File: src/rtl/reg_xfer_ctrl.sv
// reg_xfer_ctrl: round-robin arbiter for two requesters moving a byte between NREG registers.
// Optional macro BUS_GUARD_EN adds a one-cycle TURN state after every transfer.
//
// state | meaning
// IDLE  | arbitrate and accept one command
// XFER  | drive enables for the registered command, pulse done
// TURN  | bus turnaround, no enables (BUS_GUARD_EN only)
module reg_xfer_ctrl #(
    parameter int NREG = 8,
    parameter int SELW = 3
) (
    input  logic            clk,
    input  logic            rst_n,
    input  logic            req0_valid,
    output logic            req0_ready,
    input  logic [SELW-1:0] req0_src,
    input  logic [SELW-1:0] req0_dst,
    input  logic            req0_bus,
    input  logic            req1_valid,
    output logic            req1_ready,
    input  logic [SELW-1:0] req1_src,
    input  logic [SELW-1:0] req1_dst,
    input  logic            req1_bus,
    output logic [NREG-1:0] rdata_en,
    output logic [NREG-1:0] wdata_en,
    output logic [NREG-1:0] raddr_en,
    output logic [NREG-1:0] waddr_en,
    output logic            busy,
    output logic            done,
    output logic            grant_id
);

`ifdef BUS_GUARD_EN
    typedef enum logic [1:0] {IDLE = 2'd0, XFER = 2'd1, TURN = 2'd2} state_t;
`else
    typedef enum logic [1:0] {IDLE = 2'd0, XFER = 2'd1} state_t;
`endif

    state_t          state;
    state_t          state_nxt;
    logic [SELW-1:0] cmd_src;
    logic [SELW-1:0] cmd_dst;
    logic            cmd_bus;
    logic            pick1;
    logic            accept;
    logic [NREG-1:0] src_hot;
    logic [NREG-1:0] dst_hot;
    logic            cmd_ok;

    // With no valid requester the ready still points at the one that would win a tie.
    assign pick1      = (req1_valid && !req0_valid) || ((req1_valid == req0_valid) && !grant_id);
    assign req0_ready = rst_n && (state == IDLE) && !pick1;
    assign req1_ready = rst_n && (state == IDLE) && pick1;
    assign accept     = (req0_valid && req0_ready) || (req1_valid && req1_ready);

    always_ff @(posedge clk) begin
        if (!rst_n) begin
            state    <= IDLE;
            grant_id <= 1'b1;
            cmd_src  <= '0;
            cmd_dst  <= '0;
            cmd_bus  <= 1'b0;
        end else begin
            state <= state_nxt;
            if (accept) begin
                grant_id <= pick1;
                cmd_src  <= pick1 ? req1_src : req0_src;
                cmd_dst  <= pick1 ? req1_dst : req0_dst;
                cmd_bus  <= pick1 ? req1_bus : req0_bus;
            end
        end
    end

    always_comb begin
        state_nxt = state;
        case (state)
            IDLE:    if (accept) state_nxt = XFER;
`ifdef BUS_GUARD_EN
            XFER:    state_nxt = TURN;
            TURN:    state_nxt = IDLE;
`else
            XFER:    state_nxt = IDLE;
`endif
            default: state_nxt = IDLE;
        endcase
    end

    // Out-of-range indices decode to an all-zero vector, which also suppresses the transfer.
    always_comb begin
        src_hot = '0;
        dst_hot = '0;
        for (int i = 0; i < NREG; i++) begin
            src_hot[i] = (cmd_src == SELW'(i));
            dst_hot[i] = (cmd_dst == SELW'(i));
        end
    end

    assign cmd_ok = (|src_hot) && (|dst_hot) && (cmd_src != cmd_dst);

    always_comb begin
        rdata_en = '0;
        wdata_en = '0;
        raddr_en = '0;
        waddr_en = '0;
        done     = 1'b0;
        busy     = (state != IDLE);
        if (state == XFER) begin
            done = 1'b1;
            if (cmd_ok) begin
                if (cmd_bus) begin
                    raddr_en = src_hot;
                    waddr_en = dst_hot;
                end else begin
                    rdata_en = src_hot;
                    wdata_en = dst_hot;
                end
            end
        end
    end

endmodule

File: config.mk
export PLATFORM = sky130hd
export DESIGN_NAME = reg_xfer_ctrl
export DESIGN_NICKNAME = d
export VERILOG_FILES = /design/src/rtl/reg_xfer_ctrl.sv
export SDC_FILE = /design/constraint.sdc
export NUM_CORES = 1
export LEC_CHECK = 0
export CAP_MARGIN = 20
export CORE_MARGIN = 5
export CORE_UTILIZATION = 39
export DETAILED_ROUTE_END_ITERATION = 10
export GPL_ROUTABILITY_DRIVEN = 0
export HOLD_SLACK_MARGIN = 0.02
export PLACE_DENSITY = 0.95
export SYNTH_ARGS = -nofsm -noshare
export SYNTH_HDL_FRONTEND = slang
export SYNTH_SLANG_ARGS = --single-unit
File: constraint.sdc
create_clock -name clk -period 2.5 [get_ports clk]
set_input_delay 0.25 -clock clk [delete_from_list [all_inputs] [get_ports clk]]
set_output_delay 0.25 -clock clk [all_outputs]
set_load 0.05 [all_outputs]
==> results of run 1 <==
==> synth_stat cells <==
master    count  area [µm²]
nand2_1       3        11.3
nand2b_1      3        18.8
nand3_1       1        5.00
or4b_4        2        27.5
o211a_1       7        70.1
nand4b_1      2        17.5
buf_1         1        3.75
nand3b_1      2        15.0
buf_4         5        37.5
o21a_1        1        7.51
nor3_2        2        20.0
nor3_1        4        20.0
nor4_1        6        37.5
or2b_1        2        15.0
dfxtp_1       9         180
buf_6         3        33.8
or4_1         2        15.0
ha_1          1        12.5
a211oi_1      2        15.0
o21ai_0       1        5.00
and3_1        1        6.26
o21bai_2      1        11.3
a21oi_1       1        5.00
clkbuf_1      2        7.51
mux2i_1       7        70.1
inv_1         2        7.51
nor2_1       35         131
xnor2_1       3        26.3
nand4_1       2        12.5
==> kinds of logic (layout without fill, tap and decap cells) <==
family,Yosys count,after routing,synth area share
AOI/OAI and AO/OA,13,13,0.135
and+or+nand+nor,67,67,0.417
muxes,7,7,0.0828
DFF,9,9,0.213
adders and majority gates,1,1,0.0148
xor gates and xnor gates,3,3,0.0311
buffers and inverters,13,62,0.107
==> state kept, by name, indices dropped and copies added, names as in the netlist <==
signal	count
state	1
cmd_bus	1
cmd_dst	3
grant_id	1
cmd_src	3
==> layer usage <==
layer | global-route usage | share of wire | up-vias
met5 | 0 | 0 | -
met4 | 0.102 | 0.029 | 0
met3 | 0.0413 | 0.10 | 9
met2 | 0.314 | 0.49 | 65
met1 | 0.191 | 0.38 | 509
li1 | - | - | 498
==> repair_timing <==
item                                    in CTS  in global routing
pin swaps                                    0                  0
hold buffers                                 0                  0
resized for setup                           11                  7
endpoints found under the setup margin      11                 10
==> power by group through the flow <==
stage	clock network, mW	registers (mW)	logic [mW]
floorplan	0	0.174	0.172
global placement	0	0.186	0.216
detailed placement	0	0.190	0.225
CTS	0.118	0.186	0.226
global route	0.125	0.193	0.241
finish	0.115	0.190	0.226
==> final timing paths <==
kind / slack [ps] / startpoint / cells past startpoint / endpoint
setup / recovery: 130 / cmd_src[2] / 5 / rdata_en[3]
hold / removal: 610 / cmd_src[1] / 1 / cmd_src[1]
hold reg to reg: 610 / cmd_src[1] / 1 / cmd_src[1]
setup reg to reg: 1000 / state[0] / 3 / cmd_dst[0]
==> final cells by class <==
cell class,instances,share of cell area
Inverter,2,0.00523
Sequential cell,9,0.131
Tap cell,27,0.0235
Timing Repair Buffer,56,0.421
Clock buffer,4,0.0183
Multi-Input combinational cell,91,0.401
==> per-stage QoR <==
stage               setup WS (ps)  TNS (ps)
finish                        128         0
floorplan                    -362     -2110
detailed placement            260         0
global route                 50.9         0
CTS                          4.41         0
global placement              351         0
==> worst max-delay path: cells and delay by family, from the launching register on <==
| kind | cells | cell delay, ps |
|---|---|---|
| buffers and inverters | 1 | 810 |
| XOR/XNOR | 1 | 130 |
| AND/OR/NAND/NOR | 3 | 490 |
| flip-flops | 1 | 420 |
==> reports/qor.csv, run 1 <==
stage,metric,value,unit
placement,placed cell area,0.00141,mm²
floorplan,I/O pin count,55,
route,DRT Wirelength,2910,µm
pwr,Switching Power,0.210,mW
clocking,"Clk pin slew, worst setup/hold paths",60,ps
synthesis,Post-Syn Nets,132,
cells_and_area,Ant. Diodes,0,
sta,Fin. Hold Viols,0,
synthesis,Mapped Area,846,µm²
cells_and_area,fin nets,182,
clocking,Max Root-Sink Buffers,2,
route,Detailed Routing Iterations Pass 1,4,
sta,period utilisation layout,0.949,
global_route,initial antenna violation count,0,
cells_and_area,final core utilization,0.710,
global_route,grt ovf,0,
pwr,Comb power frac,0.426,
pwr,sw frac,0.396,
sta,relative slew slack,0.658,
clocking,CTS Sinks,9,
worst_hold_path,Worst Hold Class,reg2reg,
pwr,Max IR drop VDD,0.222,mV
clocking,Post CTS Setup Buffer Count,0,
worst_setup_path,crit-path cells,xnor2_1 > nand3_1 > nand4b_1 > nor2_1 > clkdlybuf4s50_1,
worst_setup_path,CP Capture Type,primary output,
synthesis,#FFs+latches synth,9,
sta,Final Skew,5.02,ps
cells_and_area,"commonest non-fill, non-tap cells in the layout","nor2_1, clkdlybuf4s50_1, buf_4, dlygate4sd2_1, buf_12",
route,Vias,1081,
pwr,Pleak,0.717,nW
pwr,sequential fraction of design power,0.358,
sta,final slew viol count,0,
route,post-route ant nets,0,
outcome,status,"complete, no violations",
global_route,vias in the first global route,1062,
clocking,H-tree depth,1,
clocking,clock buffer count from CTS,3,
floorplan,die width,56.6,µm
pwr,internal power,0.320,mW
sta,worst slew pin tran,516,ps
clocking,CTS root buf,clkbuf_4,
cells_and_area,Filler Cells Inserted,163,
placement,dpl hpwl,2360,µm
global_route,Overall Global Routing Usage,0.178,
cells_and_area,layout cells sized above 1,0.228,
cells_and_area,post-layout instance area,0.00144,mm²
worst_setup_path,crit path kind,reg2out,
cells_and_area,Layout area overhead,69.7,%
worst_setup_path,Worst path slowest cell,clkdlybuf4s50_1,
floorplan,die area,0.00320,mm²
cells_and_area,Finished Layout Cells,189,
route,Post-route DRC,0,
cells_and_area,area of the multi-input gates,576,µm²
synthesis,Yosys cell types,29,
floorplan,Core Box Area,0.00202,mm²
run,max_cap viols,0,
placement,Cells after DPL,185,
sta,Final min period,2370,ps
floorplan,die height,56.6,µm
worst_setup_path,crit path DAT,2120,ps
synthesis,YS warnings,0,
synthesis,cells after synthesis,113,
route,Avg WL per Cell,15.4,µm
sta,RSZ-0062 raised after global routing,false,
sta,Max Clk Rate,0.422,GHz
cells_and_area,"commonest non-fill, non-tap cell in the layout",nor2_1,
pwr,clock network power share,0.217,
clocking,Clock Latency Late Sink,270,ps
global_route,largest net degree at the start of global routing,13,
cells_and_area,sequential cell area,188,µm²
worst_setup_path,CP max FO,9,
worst_setup_path,slowest cell delay on critical path,810,ps
synthesis,post-synthesis sequential area ratio,0.213,
floorplan,Site Rows,16,
clocking,CTS tree,done,
sta,worst hold slack,612,ps
route,Iter 0 DRT Violations,26,
pwr,power per cell area,370,mW/mm²
floorplan,Starting Density,0.418,
route,Vias/cell,5.72,
placement,number of buffers added on ports,54,
pwr,Pwr Total,0.530,mW
sta,Final Setup Violations,0,
worst_setup_path,startpoint types,flop,
worst_setup_path,Worst Path Required,2250,ps
global_route,first-pass GRT wire length,4640,µm
synthesis,syn avg cell area,7.49,µm²
Note: power is estimated with default switching activity, not from simulation.
==> run 2: changes to the inputs <==
HOLD_SLACK_MARGIN = 0.1   (was 0.02)
==> results of run 2 <==
Final layout, timing and power as in run 1 (identical DEF).
